### config.mk
export PLATFORM = sky130hd
export DESIGN_NAME = mux_scan_sequencer
export DESIGN_NICKNAME = d
export VERILOG_FILES = /design/src/rtl/mux_scan_pkg.sv /design/src/rtl/dwell_timer.sv /design/src/rtl/mux_scan_sequencer.sv
export SDC_FILE = /design/constraint.sdc
export NUM_CORES = 1
export LEC_CHECK = 0
export BUFFER_PORTS_ARGS = -buffer_cell sky130_fd_sc_hd__buf_2
export CORE_AREA = 2 2 41 43
export DETAILED_ROUTE_END_ITERATION = 8
export DIE_AREA = 0 0 43 45
export MAX_ROUTING_LAYER = met4
export PLACE_DENSITY = 0.73
export SYNTH_ARGS = -nofsm -noshare
export SYNTH_HDL_FRONTEND = slang
export SYNTH_SLANG_ARGS = --single-unit
export TNS_END_PERCENT = 5
### constraint.sdc
create_clock -name clk -period 1.55 [get_ports clk]
set_input_delay 0 -clock clk [delete_from_list [all_inputs] [get_ports clk]]
set_output_delay 0 -clock clk [all_outputs]
set_load 0.02 [all_outputs]
### src/rtl/mux_scan_pkg.sv
// Shared types and sizing helpers for the round-robin mux scan sequencer.
package mux_scan_pkg;

  localparam int NCH  = 4;
  localparam int CH_W = 2;

  typedef enum logic [1:0] {
    IDLE    = 2'd0,
    SCAN    = 2'd1,
    PRESENT = 2'd2
  } state_e;

  // A dwell of 1 still needs a one-bit counter register.
  function automatic int dwellCntW(input int dwell);
    return ($clog2(dwell) < 1) ? 1 : $clog2(dwell);
  endfunction

endpackage

### src/rtl/dwell_timer.sv
// Dwell counter: counts while enabled and pulses tick on its last cycle.
module dwell_timer
  import mux_scan_pkg::*;
#(
  parameter int DWELL = 2
) (
  input  logic clk,
  input  logic rst,
  input  logic en,
  input  logic clr,
  output logic tick
);

  localparam int CW = dwellCntW(DWELL);
  localparam logic [CW-1:0] LAST = CW'(DWELL - 1);

  logic [CW-1:0] count_q;
  logic [CW-1:0] count_d;

  assign tick = en && (count_q == LAST);

  // The count wraps to zero on the terminal cycle so the next channel starts fresh.
  always_comb begin
    count_d = count_q;
    if (clr || tick) begin
      count_d = '0;
    end else if (en) begin
      count_d = count_q + CW'(1);
    end
  end

  always_ff @(posedge clk) begin
    if (rst) begin
      count_q <= '0;
    end else begin
      count_q <= count_d;
    end
  end

endmodule

### src/rtl/mux_scan_sequencer.sv
// Steps the 4-to-1 mux select through all channels, samples each after a dwell,
// and hands the assembled 4-bit snapshot downstream over valid/ready.
module mux_scan_sequencer
  import mux_scan_pkg::*;
#(
  parameter int DWELL = 2
) (
  input  logic           clk,
  input  logic           rst,
  input  logic           start,
  input  logic           continuous,
  input  logic           abort,
  input  logic           mux_in,
  output logic           s1,
  output logic           s0,
  output logic [NCH-1:0] data,
  output logic           valid,
  input  logic           ready,
  output logic           busy
);

  state_e          state_q, state_d;
  logic            cont_q, cont_d;
  logic [CH_W-1:0] ch_q, ch_d;
  logic [NCH-2:0]  asm_q, asm_d;
  logic [NCH-1:0]  data_q, data_d;
  logic            tick;

  dwell_timer #(
    .DWELL(DWELL)
  ) u_dwell_timer (
    .clk (clk),
    .rst (rst),
    .en  (state_q == SCAN),
    .clr (state_q != SCAN),
    .tick(tick)
  );

  // The last channel bypasses asm so the word loads on the same edge it is sampled.
  always_comb begin
    state_d = state_q;
    cont_d  = cont_q;
    ch_d    = ch_q;
    asm_d   = asm_q;
    data_d  = data_q;
    if (abort) begin
      state_d = IDLE;
      cont_d  = 1'b0;
    end else begin
      case (state_q)
        IDLE: begin
          if (start) begin
            state_d = SCAN;
            cont_d  = continuous;
            ch_d    = '0;
          end
        end
        SCAN: begin
          if (tick) begin
            if (ch_q == CH_W'(NCH - 1)) begin
              data_d  = {mux_in, asm_q};
              state_d = PRESENT;
            end else begin
              asm_d[ch_q] = mux_in;
              ch_d        = ch_q + CH_W'(1);
            end
          end
        end
        PRESENT: begin
          if (ready) begin
            if (cont_q) begin
              state_d = SCAN;
              ch_d    = '0;
            end else begin
              state_d = IDLE;
            end
          end
        end
        default: state_d = IDLE;
      endcase
    end
  end

  always_ff @(posedge clk) begin
    if (rst) begin
      state_q <= IDLE;
      cont_q  <= 1'b0;
      ch_q    <= '0;
      asm_q   <= '0;
      data_q  <= '0;
    end else begin
      state_q <= state_d;
      cont_q  <= cont_d;
      ch_q    <= ch_d;
      asm_q   <= asm_d;
      data_q  <= data_d;
    end
  end

  // ch_q rests at the last channel while PRESENT, so the select holds 11 there.
  assign {s1, s0} = (state_q == IDLE) ? '0 : ch_q;
  assign data     = data_q;
  assign valid    = (state_q == PRESENT);
  assign busy     = (state_q != IDLE);

endmodule
==> Word level (Yosys, flattened, before mapping) <==
Index checks and enable logic that the tools add are counted.
{ "classes": {"n_addsub": 2, "magnitude_cmp": 2, "eq_ne": 10, "n_mux": 16, "bitwise": 2, "n_reduce_logical": 13} }
{ "ops": {"columns": ["cell", "count"], "rows": [
  ["2-bit two-way mux", 10],
  ["2-bit one-hot mux with 3 select lines", 2],
  ["4-bit AND reduction", 3],
  ["2-bit != test, second input constant", 4],
  ["7-bit AND reduction", 1],
  ["2-bit by 1-bit != test with 1-bit output, second input constant", 3],
  ["2-bit == test, second input constant", 2],
  ["2-bit OR reduction", 2],
  ["3-bit bitwise mux", 1],
  ["2-bit by 3-bit less-than comparator with 1-bit output, second input constant", 1],
  ["3-bit nonzero test", 1],
  ["2-bit by 1-bit adder with 2-bit output, second input constant", 1],
  ["1-bit demux with 2-bit select", 1],
  ["2-bit by 1-bit == test with 1-bit output, second input constant", 1],
  ["2-bit by 1-bit greater-or-equal comparator with 1-bit output, second input constant", 1],
  ["1-bit logical AND", 2],
  ["2-bit logical NOT", 1],
  ["1-bit two-way mux", 2],
  ["1-bit NOT", 2],
  ["2-bit AND reduction", 1],
  ["2-bit nonzero test", 1],
  ["1-bit adder, second input constant", 1],
  ["1-bit logical OR", 1]
]} }
{ "totals": {"regBits": 13, "input_bits": 7, "elab_cells": 51} }

==> Longest topological paths before layout <==
Gate-level depths: netlist of run 1.
{ "logic_depth": {"depth_word": 5, "depth_mapped": 5} }

==> Modules after synthesis <==
A second synthesis of run 1 with hierarchy kept.
{ "hier_totals": {"hier_cells": 80, "hier_area_um2": 721.9} }
{ "modules_own_cells": {"columns": ["module", "instances", "cells_per_inst", "area_each_um2", "seq_area_each_um2"], "rows": [
  ["mux_scan_sequencer", 1, 76, 675.6, 240.2],
  ["dwell_timer", 1, 4, 46.3, 20.0]
]} }

==> Worst setup path after synthesis of run 1 <==
Ideal clock, no wire load.
{ "synth_path": {"path_type": "reg2reg", "start": "register ch_q[0]", "end": "register data_q[0], in the netlist data[0]", "setup_time_ns": 0.128, "arrival_time_ns": 1.189, "required_time_ns": 1.422, "path_slack_ns": 0.233, "path_stages_with_launch": 6, "path_buffers": 0, "cell_sequence": "dfxtp_1 > ha_1 > nand2_1 > nor3_4 > mux2i_1 > nor2_1"} }
{ "synth_between": {"elab_chain_cells": 2} }
{ "synth_rtl": {"columns": ["element", "line", "source"], "rows": [
  ["from (decl)", "mux_scan_sequencer.sv:24", "logic [CH_W-1:0] ch_q, ch_d;"],
  ["from (signal assigned)", "mux_scan_sequencer.sv:94", "ch_q <= ch_d;"],
  ["2-bit == test", "mux_scan_sequencer.sv:60", "if (ch_q == CH_W'(NCH - 1)) begin"],
  ["4-bit AND reduction (no line)", null, null],
  ["to (signal assigned)", "mux_scan_sequencer.sv:96", "data_q <= data_d;"],
  ["to (decl)", "mux_scan_sequencer.sv:26", "logic [NCH-1:0] data_q, data_d;"]
]} }
Every way passes these cells.
A chain may end at the register's enable or synchronous reset.

==> Final worst setup path of run 1 <==
{ "layout_path": {"start": "register ch_q[0]", "end": "register data_q[3], in the netlist data[3]"} }
The elaborated chain is that of the path after synthesis.

==> results of run 1 <==
==> registers in the layout, summed over array words and instances (netlist names) <==
register               count
u_dwell_timer.count_q      1
cont_q                     1
data                       4
ch_q                       2
asm_q                      3
state_q                    2
==> stage by stage <==
| stage | setup WS, ps | utilization |
|---|---|---|
| final | 101 | 0.561 |
| after detailed placement | 78.1 | 0.533 |
| after floorplan | 233 | - |
| after CTS | 74.3 | 0.558 |
| after global routing | 12.1 | 0.561 |
| after global placement | 142 | 0.533 |
==> per-layer routing <==
metal	global-route usage	part of all wire	up-vias
met5	-	0	-
li1	-	-	297
met3	0.0240	0.038	4
met1	0.186	0.48	262
met2	0.300	0.46	16
met4	0.109	0.015	0
==> worst register-to-register path: cells and delay by family (launching register included) <==
family	cells	cell delay [ps]
flops	1	360
mux	1	230
simple gates	3	520
fa+ha+maj	1	230
==> logic make-up after synthesis <==
family,share of synthesized area
simple gates,0.215
compound gates,0.182
flops,0.372
buf+inv,0.0501
mux,0.109
fa+ha+maj,0.0716
==> cells in the final DEF, fill, tap and decap left out, types with 2 or more instances in the layout <==
master and instances:
mux2i_1 5, nor3_1 2, nand2_1 5, clkbuf_4 3, ha_1 3, nor2_1 9, dfxtp_1 11, nand3_1 3
o21ai_1 2, o21ai_0 2, dfxtp_2 2, a21bo_2 3, buf_2 14, a21oi_1 6, inv_1 4, buf_4 2
nand2b_1 4
==> final cells by class <==
cell class              instances  area, sq um  area share
repair buffers                 17         95.1       0.115
multi-input cells              55          407       0.492
flip-flops and latches         13          263       0.318
inverters                       4         15.0      0.0182
well taps                      16         20.0      0.0242
clock buffers                   4         26.3      0.0318
==> how the worst max path moves through the flow <==
stage,from,end,slack (ps),cells after the start
2_1_floorplan,ch_q[0]$_SDFFE_PP0P_,data[0]$_SDFFE_PP0P_,230,5
3_3_place_gp,ch_q[0]$_SDFFE_PP0P_,data[1]$_SDFFE_PP0P_,140,5
3_5_place_dp,ch_q[0]$_SDFFE_PP0P_,data[3]$_SDFFE_PP0P_,80,5
4_1_cts,ch_q[0]$_SDFFE_PP0P_,data[3]$_SDFFE_PP0P_,70,5
5_1_grt,ch_q[0]$_SDFFE_PP0P_,data[1]$_SDFFE_PP0P_,10,5
6_report,ch_q[0]$_SDFFE_PP0P_,data[3]$_SDFFE_PP0P_,100,5
==> power by group <==
part | leakage (nW) | switching (mW) | total (mW) | internal (mW)
Sequential | 0.106 | 0.00537 | 0.343 | 0.338
Combinational | 0.230 | 0.0386 | 0.0688 | 0.0302
Clock | 0.0150 | 0.116 | 0.216 | 0.0998
==> timing repair <==
| item | 4_1_cts | 5_1_grt |
|---|---|---|
| endpoints found under the hold margin | 1 | 0 |
| resized for setup | 0 | 3 |
| hold buffers | 1 | 0 |
| endpoints found under the setup margin | 0 | 4 |
==> flow_summary.toml, run 1 <==
[worst_setup_path]
crit_path_max_incr_delay_ps = 360
start_kind = "flip-flop"
rr_endpoint = "data[3]$_SDFFE_PP0P_"
path_max_fanout = 4
slowest_stage = "dfxtp_2"
reg2reg_slack_ps = 100
crit_family = "simple AND/OR/NAND/NOR gates"
path_cells = "ha_2, nand2_1, nor3_4, mux2i_1, nor2_1"
cp.required_ps = 1720
end_kind = "flip-flop"
r2r_start = "ch_q[0]$_SDFFE_PP0P_"
critical_path_class = "reg -> reg"
r2r_cells = 5
worstPathArrival_ps = 1620
cp_num_buf_inv = 0

[sta]
max_slew_margin = 0.792
max_freq_mhz = 690
finalSetupTns_ps = 0
hold_viol = 0
min_period_over_period = 0.935
rsz0062_at_grt = "false"
period_needed_ps = 1450
holdWs_ps = 6.40
final_max_slew_viol_count = 0
fin_skew_ps = 5.34
setup_viol = 0
tightestPinTransition_ps = 312

[clocking]
cts_setup_buffers = 0
ctsHtreeMaxLevel = 1
clock_sinks = 13
cts.path.max_buffers = 2
clockRootBuffer = "clkbuf_4"
cts_tree = "done"
cts_made_buffers = 3
clk_latency_ps = 280
path_clk_slew_ps = 80

[placement]
place_area_sq_um = 785
portBuffers = 14
dp_cells = 104
post-dp-hpwl_um = 1020
gp_congestion = 0.773

[grt]
grt_max_degree = 14
grt_first_pass_wirelength_um = 2350
grt_pass1_vias = 593
antenna_found_initial = 0
grtUsageTotal = 0.172
overflow = 0

[floorplanning]
core_area_sq_um = 1470
io_pins = 15
die_w_um = 43
rows = 14
start_util = 0.475
die-area_sq_um = 1940
fp.dieH_um = 45

[logic_synthesis]
synth_top_cell_by_area = "dfxtp_1"
synth.avg_cell_area_sq_um = 9.33
synth-edff-count = 0
ys_warn_count = 0
synth_common_cells = "dfxtp_1 (13), nor2_1 (9), a21oi_1 (6)"
synth_area_leaders = "dfxtp_1 (37%), ha_1 (7.2%), mux2i_1 (7.2%)"
synthesis.area_sq_um = 699
ys_ff_latch = 13
ys_async_sr_fraction = 0
synth_nets = 86
ys_types = 26
netlist.area_leader.share = 0.372
yosysSeqAreaShare = 0.372
synth_top_flop_cell = "dfxtp_1"
synth.most_common_cell = "dfxtp_1"
synth_cells = 75

[status]
outcome = "finished, final reports clean"

[detailed_routing]
wl_um = 1420
drt_iter0_markers = 14
vias = 579
firstDrtPassIters = 4
routedWlPerCell_um = 13.0
ant_nets = 0
vias_per_cell = 5.31
drc = 0

[hold_path]
hold-path-endpoint = "asm_q[1]$_SDFFE_PP0P_"
worstHoldPathType = "in -> reg"
holdCritStartpoint = "mux_in"
holdPathStages = 3

[final_layout]
diodes = 0
final_cell_area_sq_um = 826
drive_gt1_frac = 0.344
syn_to_final_growth_pct = 18.1
nFillCells = 138
fin_nets = 105
final_cells = 109

[power]
irDropWorstVdd_uv = 577
total_power_mw = 0.628
p_per_area_nw_per_um2 = 760
leakagePower_nw = 0.351

[flow_run]
cap_violations = 0
(Power assumes the default switching activity.)
==> run 2, diff against run 1 <==
--- a/config.mk
+++ b/config.mk
@@ -5,12 +5,12 @@
 export SDC_FILE = /design/constraint.sdc
 export NUM_CORES = 1
 export LEC_CHECK = 0
-export BUFFER_PORTS_ARGS = -buffer_cell sky130_fd_sc_hd__buf_2
 export CORE_AREA = 2 2 41 43
 export DETAILED_ROUTE_END_ITERATION = 8
 export DIE_AREA = 0 0 43 45
+export DONT_BUFFER_PORTS = 1
 export MAX_ROUTING_LAYER = met4
-export PLACE_DENSITY = 0.73
+export PLACE_DENSITY = 0.64
 export SYNTH_ARGS = -nofsm -noshare
 export SYNTH_HDL_FRONTEND = slang
 export SYNTH_SLANG_ARGS = --single-unit
==> run 2 against run 1 <==
Against the previous run:
- die area is the same
- count of clock-buffer cells in the layout is the same
- critical path type unchanged
- sequential power is essentially flat
- clock power shrank 3%
- combinational power shrank 9.6%
- first-iteration DRC count is the same
- sequential share of layout area grew 1.1 points
- critical path depth shrank 2
- non-clock buffer count shrank 10
- clock skew shrank 2.8 ps
- cell area shrank 4.2%
==> flow_summary.toml, run 2 (same netlist as run 1, synthesis figures left out) <==
[floorplanning]
rows = 14
fp.dieH_um = 45
die-area_sq_um = 1940
die_w_um = 43
core_area_sq_um = 1470
io_pins = 15
start_util = 0.475

[worst_setup_path]
path_max_fanout = 4
start_kind = "flip-flop"
worstPathArrival_ps = 1600
end_kind = "flip-flop"
critical_path_class = "reg -> reg"
cp.required_ps = 1740

[detailed_routing]
ant_nets = 0
firstDrtPassIters = 4
routedWlPerCell_um = 13.3
vias = 550
drc = 0
vias_per_cell = 5.56
wl_um = 1320
drt_iter0_markers = 14

[final_layout]
final_cell_mix = "dfxtp_1 (13), nor2_1 (9), a21oi_1 (6)"
fin_nets = 95
syn_to_final_growth_pct = 13.1
final_common_cell = "dfxtp_1"
nFillCells = 146
drive_gt1_frac = 0.181
largest_register_ffs = 4
final_cell_area_sq_um = 791
diodes = 0

[sta]
setup_viol = 0
period_needed_ps = 1420
hold_viol = 0
fin_skew_ps = 2.51
finalSetupTns_ps = 0
final_max_slew_viol_count = 0
max_slew_margin = 0.692
rsz0062_at_grt = "false"
fin_ws_ps = 134
max_freq_mhz = 706
tightestPinTransition_ps = 461
min_period_over_period = 0.914

[clocking]
cts_resized = 0
path_clk_slew_ps = 80
cts.path.max_buffers = 2
cts_made_buffers = 3
clk_latency_ps = 280
cts_tree = "done"
clockRootBuffer = "clkbuf_4"
clock_sinks = 13
ctsHtreeMaxLevel = 1
cts_setup_buffers = 0

[hold_path]
worstHoldPathType = "in -> reg"

[placement]
place_area_sq_um = 714
portBuffers = 0
place_worst_setup_slack_ps = 116
gp_congestion = 0.763
post-dp-hpwl_um = 994

[grt]
grtUsageTotal = 0.160
grt_pass1_vias = 507
grt_first_pass_wirelength_um = 2130
antenna_found_initial = 0
overflow = 0
grt_max_degree = 14

[status]
outcome = "finished, final reports clean"

[power]
p_switching_mw = 0.149
clkPwrFrac = 0.339
leakagePower_nw = 0.302
p_int_mw = 0.467
p_per_area_nw_per_um2 = 779
p_seq_frac = 0.560
pwr-share-comb = 0.101
swShare = 0.241
irDropWorstVdd_uv = 487

[flow_run]
cap_violations = 0
## run 2: cell count changes in the layout (fill, tap and decap cells not counted), sizes merged
cell,delta
dlygate4sd3,+4
buf,-14
## run 2: worst max-delay path: stages, from the launching register on
cell	delay (ps)
dfxtp_1	350
ha_1	250
a221o_1	410
o41ai_2	320
## run 2: final cells by class
| type | instances | area, sq um | share of cell area |
|---|---|---|---|
| Multi-Input combinational cell | 55 | 404 | 0.511 |
| Sequential cell | 13 | 260 | 0.329 |
| Timing Repair Buffer | 7 | 65.1 | 0.0823 |
| Clock buffer | 4 | 26.3 | 0.0332 |
| Tap cell | 16 | 20.0 | 0.0253 |
| Inverter | 4 | 15.0 | 0.0190 |
## run 2: repair_timing
| item | 4_1_cts | 5_1_grt |
|---|---|---|
| endpoints found under the setup margin | 0 | 2 |
| endpoints found under the hold margin | 13 | 0 |
| hold buffers | 5 | 0 |
## run 2: path summary, 6_finish.rpt
path                                      startpoint                                  to  slack (ps)  cells after the start
setup / recovery                ch_q[0]$_SDFFE_PP0P_                ch_q[1]$_SDFFE_PP0P_         130                      3
hold / removal                                 start                 cont_q$_SDFFE_PP0P_           5                      3
setup reg to reg                ch_q[0]$_SDFFE_PP0P_                ch_q[1]$_SDFFE_PP0P_         130                      3
hold reg to reg   u_dwell_timer.count_q$_SDFFE_PP0N_  u_dwell_timer.count_q$_SDFFE_PP0N_         470                      1
## run 2: metal layers
metal / share of wire / vias up / track usage / routed length [um]
li1: - / 277 / - / -
met1: 0.42 / 249 / 0.180 / 557
met2: 0.50 / 20 / 0.252 / 657
met3: 0.058 / 4 / 0.0400 / 77
met4: 0.019 / 0 / 0.109 / 25
met5: 0 / - / - / 0
## run 2: per-stage QoR
stage	power [mW]	std cells	util	hold slack (ps)
after floorplan	0.397	75	-	79.3
after global placement	0.399	90	0.486	73.2
after detailed placement	0.399	90	0.486	75.6
after CTS	0.625	99	0.537	2.51
after global routing	0.648	99	0.537	10.8
final	0.616	99	0.537	4.87
## run 2: power by group through the flow
stage	Sequential (mW)	Clock (mW)	Combinational (mW)
floorplan	0.348	0	0.0493
global placement	0.353	0	0.0466
detailed placement	0.353	0	0.0463
CTS	0.345	0.218	0.0629
global route	0.346	0.234	0.0672
finish	0.345	0.209	0.0622
